--- src/rtl/clap_pkg.sv ---
// Shared encodings for the clap detector: pair-recognition states and
// handshake phases.
package clap_pkg;

  typedef enum logic [1:0] {
    IDLE  = 2'd0,
    HOLD1 = 2'd1,
    WAIT2 = 2'd2,
    HOLD2 = 2'd3
  } state_e;

  typedef enum logic {
    ACCEPT   = 1'b0,
    EVALUATE = 1'b1
  } phase_e;

endpackage

--- src/rtl/clap_average.sv ---
// Running-average background energy with clap threshold compare; the average
// only moves when the caller enables an update.
module clap_average #(
  parameter int ENERGY_WIDTH = 32,
  parameter int AVG_SHIFT    = 4,
  parameter int THRESH_SHIFT = 2,
  parameter int MIN_ENERGY   = 1024,
  parameter int INIT_AVG     = 256
) (
  input  logic                    clock,
  input  logic                    resetn,
  input  logic [ENERGY_WIDTH-1:0] sample_i,
  input  logic                    update_i,
  output logic                    is_clap_o
);

  localparam int CW = ENERGY_WIDTH + THRESH_SHIFT;

  logic [ENERGY_WIDTH-1:0] avg_q, avg_d;
  logic [CW-1:0]           thresh;
  logic [CW-1:0]           sample_wide;

  // Widened so the scaled average can never wrap below the sample.
  assign thresh      = CW'(avg_q) << THRESH_SHIFT;
  assign sample_wide = CW'(sample_i);
  assign is_clap_o   = (sample_i >= ENERGY_WIDTH'(MIN_ENERGY)) && (sample_wide > thresh);

  assign avg_d = avg_q + (sample_i >> AVG_SHIFT) - (avg_q >> AVG_SHIFT);

  always_ff @(posedge clock or negedge resetn) begin
    if (!resetn) begin
      avg_q <= ENERGY_WIDTH'(INIT_AVG);
    end else if (update_i) begin
      avg_q <= avg_d;
    end
  end

endmodule

--- src/rtl/clap_detector.sv ---
// Double-clap detector: accepts energy samples, flags claps against the
// background average and toggles the light on each recognised pair.
module clap_detector
  import clap_pkg::*;
#(
  parameter int ENERGY_WIDTH = 32,
  parameter int AVG_SHIFT    = 4,
  parameter int THRESH_SHIFT = 2,
  parameter int MIN_ENERGY   = 1024,
  parameter int INIT_AVG     = 256,
  parameter int HOLDOFF      = 4,
  parameter int WINDOW       = 32
) (
  input  logic                    clock,
  input  logic                    resetn,
  input  logic [ENERGY_WIDTH-1:0] energy_data,
  input  logic                    energy_valid,
  output logic                    energy_ready,
  output logic                    clap_pulse,
  output logic                    double_pulse,
  output logic                    light
);

  localparam int HW = $clog2(HOLDOFF + 1);
  localparam int WW = $clog2(WINDOW + 1);

  phase_e                  phase_q, phase_d;
  state_e                  state_q, state_d;
  logic                    run_q;
  logic [ENERGY_WIDTH-1:0] data_q;
  logic [HW-1:0]           hold_q, hold_d;
  logic [WW-1:0]           win_q, win_d;
  logic                    clap_q, clap_d;
  logic                    dbl_q, dbl_d;
  logic                    light_q, light_d;

  logic transfer, evaluate, in_hold, is_clap, avg_update;

  assign energy_ready = run_q && (phase_q == ACCEPT);
  assign transfer     = energy_valid && energy_ready;
  assign evaluate     = (phase_q == EVALUATE);
  assign in_hold      = (state_q == HOLD1) || (state_q == HOLD2);
  assign avg_update   = evaluate && !in_hold && !is_clap;
  assign phase_d      = transfer ? EVALUATE : ACCEPT;

  assign clap_pulse   = clap_q;
  assign double_pulse = dbl_q;
  assign light        = light_q;

  clap_average #(
    .ENERGY_WIDTH (ENERGY_WIDTH),
    .AVG_SHIFT    (AVG_SHIFT),
    .THRESH_SHIFT (THRESH_SHIFT),
    .MIN_ENERGY   (MIN_ENERGY),
    .INIT_AVG     (INIT_AVG)
  ) u_avg (
    .clock     (clock),
    .resetn    (resetn),
    .sample_i  (data_q),
    .update_i  (avg_update),
    .is_clap_o (is_clap)
  );

  always_ff @(posedge clock or negedge resetn) begin
    if (!resetn) begin
      phase_q <= ACCEPT;
      state_q <= IDLE;
      run_q   <= 1'b0;
      data_q  <= '0;
      hold_q  <= '0;
      win_q   <= '0;
      clap_q  <= 1'b0;
      dbl_q   <= 1'b0;
      light_q <= 1'b0;
    end else begin
      phase_q <= phase_d;
      state_q <= state_d;
      run_q   <= 1'b1;
      if (transfer) begin
        data_q <= energy_data;
      end
      hold_q  <= hold_d;
      win_q   <= win_d;
      clap_q  <= clap_d;
      dbl_q   <= dbl_d;
      light_q <= light_d;
    end
  end

  // The pair FSM only moves in the cycle that evaluates a captured sample.
  always_comb begin
    state_d = state_q;
    hold_d  = hold_q;
    win_d   = win_q;
    clap_d  = 1'b0;
    dbl_d   = 1'b0;
    light_d = light_q;
    if (evaluate) begin
      case (state_q)
        IDLE: begin
          if (is_clap) begin
            clap_d  = 1'b1;
            hold_d  = HW'(HOLDOFF);
            state_d = HOLD1;
          end
        end
        HOLD1, HOLD2: begin
          if (hold_q <= HW'(1)) begin
            hold_d = '0;
            if (state_q == HOLD1) begin
              win_d   = WW'(WINDOW);
              state_d = WAIT2;
            end else begin
              state_d = IDLE;
            end
          end else begin
            hold_d = hold_q - 1'b1;
          end
        end
        WAIT2: begin
          // A clap on the final window sample still completes the pair.
          if (is_clap) begin
            clap_d  = 1'b1;
            dbl_d   = 1'b1;
            light_d = ~light_q;
            hold_d  = HW'(HOLDOFF);
            state_d = HOLD2;
          end else if (win_q <= WW'(1)) begin
            win_d   = '0;
            state_d = IDLE;
          end else begin
            win_d = win_q - 1'b1;
          end
        end
        default: state_d = IDLE;
      endcase
    end
  end

endmodule

--- config.mk ---
export PLATFORM = sky130hd
export DESIGN_NAME = clap_detector
export DESIGN_NICKNAME = d
export VERILOG_FILES = /design/src/rtl/clap_pkg.sv /design/src/rtl/clap_average.sv /design/src/rtl/clap_detector.sv
export SDC_FILE = /design/constraint.sdc
export NUM_CORES = 1
export LEC_CHECK = 0
export CORE_UTILIZATION = 40
export DETAILED_ROUTE_END_ITERATION = 12
export PLACE_DENSITY = 0.68
export SLEW_MARGIN = 20
export SYNTH_ARGS = -nofsm -noshare
export SYNTH_HDL_FRONTEND = slang
export SYNTH_SLANG_ARGS = --single-unit
--- constraint.sdc ---
create_clock -name clock -period 8.52 [get_ports clock]
set_input_delay 0.852 -clock clock [delete_from_list [all_inputs] [get_ports clock]]
set_output_delay 0.852 -clock clock [all_outputs]
set_load 0.01 [all_outputs]
---- Word-level counts from Yosys, hierarchy flattened ----
Index checks and enable logic that the tools add are counted.
operators by class
  bitwise operators ....................... 2
  eq/ne operators ......................... 9
  magnitude comparators ................... 4
  $add $sub $neg .......................... 4
  muxes and demuxes ....................... 20
  reductions and logical operators ........ 16
operators by type and width
  kind                    count
  $gt A32 B34 Y1          1
  $add A32 B28 Y32        1
  $ge A32 B11 Y1 const B  1
  $sub A32 B28 Y32        1
  $mux W6                 4
  $pmux W6 S2             1
  $mux W2                 5
  $ne A2 B2 Y1 const B    4
  $le A6 B1 Y1 const B    1
  $mux W1                 6
  $mux W3                 2
  $pmux W2 S3             1
  $pmux W3 S2             1
  $sub A6 B1 Y6 const B   1
  $logic_and A1 B1 Y1     5
  $reduce_and A5 Y1       1
  $eq A2 B2 Y1 const B    2
  $reduce_and A4 Y1       1
  $reduce_or A2 Y1        2
  $le A3 B1 Y1 const B    1
  $ne A3 B3 Y1 const B    1
  $reduce_and A3 Y1       1
  $sub A3 B1 Y3 const B   1
  $eq A2 B1 Y1 const B    1
  7 further kinds         9
storage, ports and cells
  bits in registers ....................... 80
  input port bits ......................... 35
  logic and storage cells ................. 65
  output and inout bits ................... 4

---- Logic depth before layout (Yosys ltp) ----
  depth in word-level cells ............... 5
  depth in mapped cells ................... 13
  depth with buffers taken out ............ 13

---- By module ----
From an unflattened synthesis, not the netlist that was laid out.
unflattened totals
  cells, all modules ...................... 710
  area total of the unflattened synthesis .. 6657.6 sq um
by module, submodules not included
  module         area an instance (sq um)  cells an instance  seq. area each (sq um)  times used
  clap_average   4536.9                    549                802.0                   1
  clap_detector  2120.8                    161                1201.2                  1

---- Worst setup path before layout ----
No wires, ideal clock.
  path type ............................... register -> register
  start point ............................. register data_q[6]
  end point ............................... register u_avg.avg_q[30]
  clock period less this slack ............ 2868 ps
  arrival ................................. 2773 ps
  data required time ...................... 8425 ps
  path buffers ............................ 0
  stages on the path, launching flop included .. 12
  path slack .............................. 5652 ps
  setup time .............................. 95 ps
  path through ............................ dfrtp_1 > inv_1 > fa_1 > inv_1 > ha_1 > nor2b_1 > o31a_1 > a32oi_1 > a31oi_2 > o2111a_1 > o31a_1 > o31ai_1
between the ends
  word-level cells in the longest chain between the ends .. 4
  elaborated cells between the ends (all ways) .. 7
  those cells by class .................... 2 x add/sub; 2 x order compare; 3 x reduce/logical
RTL lines
  item                                                      RTL line             source
  start, declared                                           clap_detector.sv:30  logic [ENERGY_WIDTH-1:0] data_q;
  start signal, assigned                                    clap_detector.sv:80  data_q <= energy_data;
  branches (longest 4 deep; another with $add A32 B28 Y32)  -
  end signal, assigned                                      clap_average.sv:32   avg_q <= ENERGY_WIDTH'(INIT_AVG);
  end signal, assigned                                      clap_average.sv:34   avg_q <= avg_d;
  end, declared                                             clap_average.sv:19   logic [ENERGY_WIDTH-1:0] avg_q, avg_d;
Parallel ways; which one is timed is not known.
A chain may end at the register's enable or synchronous reset.

---- Final worst setup path ----
  start point ............................. register data_q[5]
  end point ............................... register u_avg.avg_q[31]
The elaborated chain is that of the path after synthesis.

==> flow_summary.json <==
{
  "period_share_pct": 40.6,
  "synthFlopType": "dfrtp_1",
  "finalSetupViolations": 0,
  "place_hpwl_mm": 12.4,
  "numCtsBuffers": 9,
  "cp_slowest_stage_delay_ps": 600,
  "cts_tree": "built",
  "fin_skew_ps": 11.1,
  "postCtsSetupBuffers": 0,
  "grt_pass1_vias": 5550,
  "synth-xor-area-share_pct": 2.89,
  "end_kind": "flip-flop",
  "finalSetupTns_ps": 0,
  "cp_cell_sequence": "inv_1, fa_1, inv_1, ha_1, a211oi_1, o21ai_0, o21ai_1, o211ai_1, a211oi_1, nor3_1, o31ai_1",
  "critPathLaunchType": "flip-flop",
  "fillCellCount": 1533,
  "dieArea_um2": 17200,
  "clk_path_buf_depth": 2,
  "startpoint": "data_q[5]",
  "firstDrtPassIters": 4,
  "synth_area_um2": 6660,
  "worstPathRequired_ps": 8770,
  "crit_fanout": 6,
  "grt_max_degree": 81,
  "outcome": "finished, final reports clean",
  "area_growth_pct": 13.3,
  "yosysSeqAreaShare_pct": 30.1,
  "die_w_um": 131,
  "drv_slew": 0,
  "vias_per_cell": 5.32,
  "gp_congestion": 0.861,
  "grt_setup_unrepaired": "false",
  "max_slew.worst_pin.slew_ps": 802,
  "nets": 925,
  "r2r_cells": 11,
  "ant_nets": 0,
  "synth-edff-count": 0,
  "yosysWarnings": 0,
  "async_reset_ff_share_pct": 100,
  "postCtsResizedCells": 0,
  "drcViolationCount": 0,
  "worst-setup-path-type": "flip-flop to flip-flop",
  "drive_above_1_share_pct": 4.27,
  "core_area_um2": 16100,
  "hold_buffers": 0,
  "fmax_mhz": 289,
  "grt_first_pass_wirelength_mm": 27.5,
  "num_rows": 46,
  "hp-class": "flip-flop to flip-flop",
  "cts_sinks": 80,
  "layout_common_cells": "137 x inv_1, 79 x dfrtp_1, 73 x nand2_1",
  "clk_pin_slew_ps": 60,
  "crit_buf_inv": 2,
  "ys_ff_latch": 80,
  "n_antenna_cell": 0,
  "grt.total_usage_pct": 21.0,
  "synth_compound_area_share_pct": 21.1,
  "wl_per_cell_um": 16.1,
  "syn_area_per_cell_um2": 8.78,
  "synthSimpleGateAreaFrac_pct": 12.3,
  "synth.distinct_cells": 66,
  "synth_top_family_by_area": "adder cells",
  "endpoint": "u_avg.avg_q[31]",
  "cp_top_family": "compound AO/OA/AOI/OAI gates",
  "layout_commonest_cell": "inv_1",
  "synth_cells": 759,
  "port_buffers": 38,
  "cts_htree_levels": 3,
  "start_util_pct": 41.5,
  "synthMuxAreaShare_pct": 3.10,
  "worst_r2r_endpoint": "u_avg.avg_q[31]",
  "crit_arrival_ps": 3720,
  "grt.overflow.total": 0,
  "synth_fp_nets": 892,
  "critPathSlowestCell": "fa_1",
  "drt-initial-drc-count": 258,
  "root_buffer": "clkbuf_16",
  "r2r-start": "data_q[5]",
  "synthAdderAreaFrac_pct": 21.6,
  "min_period_ps": 3460,
  "clk_latency_ps": 350,
  "antenna_found_initial": 0,
  "slew_headroom_pct": 46.1,
  "die_y_um": 131,
  "totalWireLength_mm": 16.3,
  "cp.depth": 11,
  "dr_total_vias": 5394,
  "reg2reg_slack_ps": 5060,
  "drv_cap": 0,
  "hold_viol": 0,
  "ios": 39
}
-- area by class of cell --
class | instances | area [um2] | share of cell area [%]
Clock buffer | 11 | 243 | 3.22
Clock inverter | 5 | 56.3 | 0.746
Inverter | 138 | 518 | 6.86
Multi-Input combinational cell | 523 | 4060 | 53.8
Sequential cell | 80 | 2000 | 26.5
Tap cell | 216 | 270 | 3.58
Timing Repair Buffer | 40 | 397 | 5.26
-- kinds of logic after synthesis --
kind of cell	after synthesis
and+or+nand+nor	167
AOI/OAI and AO/OA	215
muxes	20
adders and majority gates	98
buffers and inverters	156
DFF	80
other	1
xor gates and xnor gates	22
-- cell usage after synthesis, types with 2 or more instances --
| cell | n | share of area, % |
|---|---|---|
| a41oi_1 | 3 | 0.39 |
| o2111ai_1 | 3 | 0.39 |
| a21oi_1 | 37 | 2.8 |
| nor2b_1 | 5 | 0.47 |
| dfrtp_1 | 79 | 30 |
| a21boi_0 | 7 | 0.79 |
| mux2i_1 | 15 | 2.3 |
| and3b_1 | 3 | 0.39 |
| o32ai_1 | 2 | 0.26 |
| o21bai_1 | 3 | 0.34 |
| nand2_1 | 73 | 4.1 |
| nor3b_1 | 2 | 0.23 |
| nand3_1 | 13 | 0.98 |
| a21o_1 | 20 | 2.3 |
| fa_1 | 28 | 8.4 |
| a2111oi_0 | 2 | 0.26 |
| a211oi_1 | 7 | 0.79 |
| clkbuf_1 | 11 | 0.62 |
| o211ai_1 | 8 | 0.90 |
| o31a_1 | 4 | 0.53 |
| a31oi_1 | 5 | 0.47 |
| buf_2 | 5 | 0.38 |
| nor2_1 | 20 | 1.1 |
| and3_1 | 8 | 0.75 |
| nand4_1 | 11 | 1.0 |
| xor2_1 | 15 | 2.0 |
| o21ai_0 | 72 | 5.4 |
| xnor2_1 | 7 | 0.92 |
| and2_1 | 4 | 0.38 |
| or3_1 | 2 | 0.19 |
| o22ai_1 | 2 | 0.19 |
| nor3_1 | 9 | 0.68 |
| a32oi_1 | 2 | 0.26 |
| a32o_1 | 2 | 0.30 |
| o31ai_1 | 10 | 1.1 |
| mux2_2 | 5 | 0.85 |
| nor4_1 | 7 | 0.66 |
| o21a_1 | 8 | 0.90 |
| or2_2 | 4 | 0.38 |
| and4_1 | 3 | 0.39 |
| inv_1 | 137 | 7.7 |
| a22o_1 | 2 | 0.26 |
| ha_1 | 70 | 13 |
| a221o_1 | 2 | 0.30 |
-- per-layer routing --
layer / share of wire (%) / up-vias / GRT usage [%]
met3: 4.2 / 22 / 4.46
met2: 45 / 106 / 33.7
met4: 1.8 / 0 / 5.81
li1: - / 2692 / -
met1: 49 / 2574 / 28.5
met5: 0 / - / 0
-- flip-flops by register name, summed over array words and instances, names as in the netlist --
signal / flops
win_q: 6
state_q: 2
run_q: 1
double_pulse: 1
hold_q: 3
light: 1
u_avg.avg_q: 32
clap_pulse: 1
data_q: 32
evaluate: 1
-- worst min path at each step --
stage               from         to  slack [ps]  cells past startpoint
3_5_place_dp       light      light         460                      1
3_3_place_gp       light      light         460                      1
5_1_grt            light      light         480                      1
4_1_cts            light      light         470                      1
6_report           light      light         460                      1
2_1_floorplan  data_q[0]  data_q[0]         450                      2
-- through the flow --
stage	setup WS [ps]	cells	utilization, %	area (um2)	hold WS [ps]
floorplan	5650	759	-	6660	447
global placement	5180	997	45.1	7240	461
detailed placement	5170	997	45.1	7240	462
CTS	5120	1013	47.0	7540	471
global route	4820	1013	47.0	7550	481
finish	5060	1013	47.0	7550	465
Power is not shown: default switching activity piles up to over one toggle a cycle in this logic, so the estimate is an artifact.
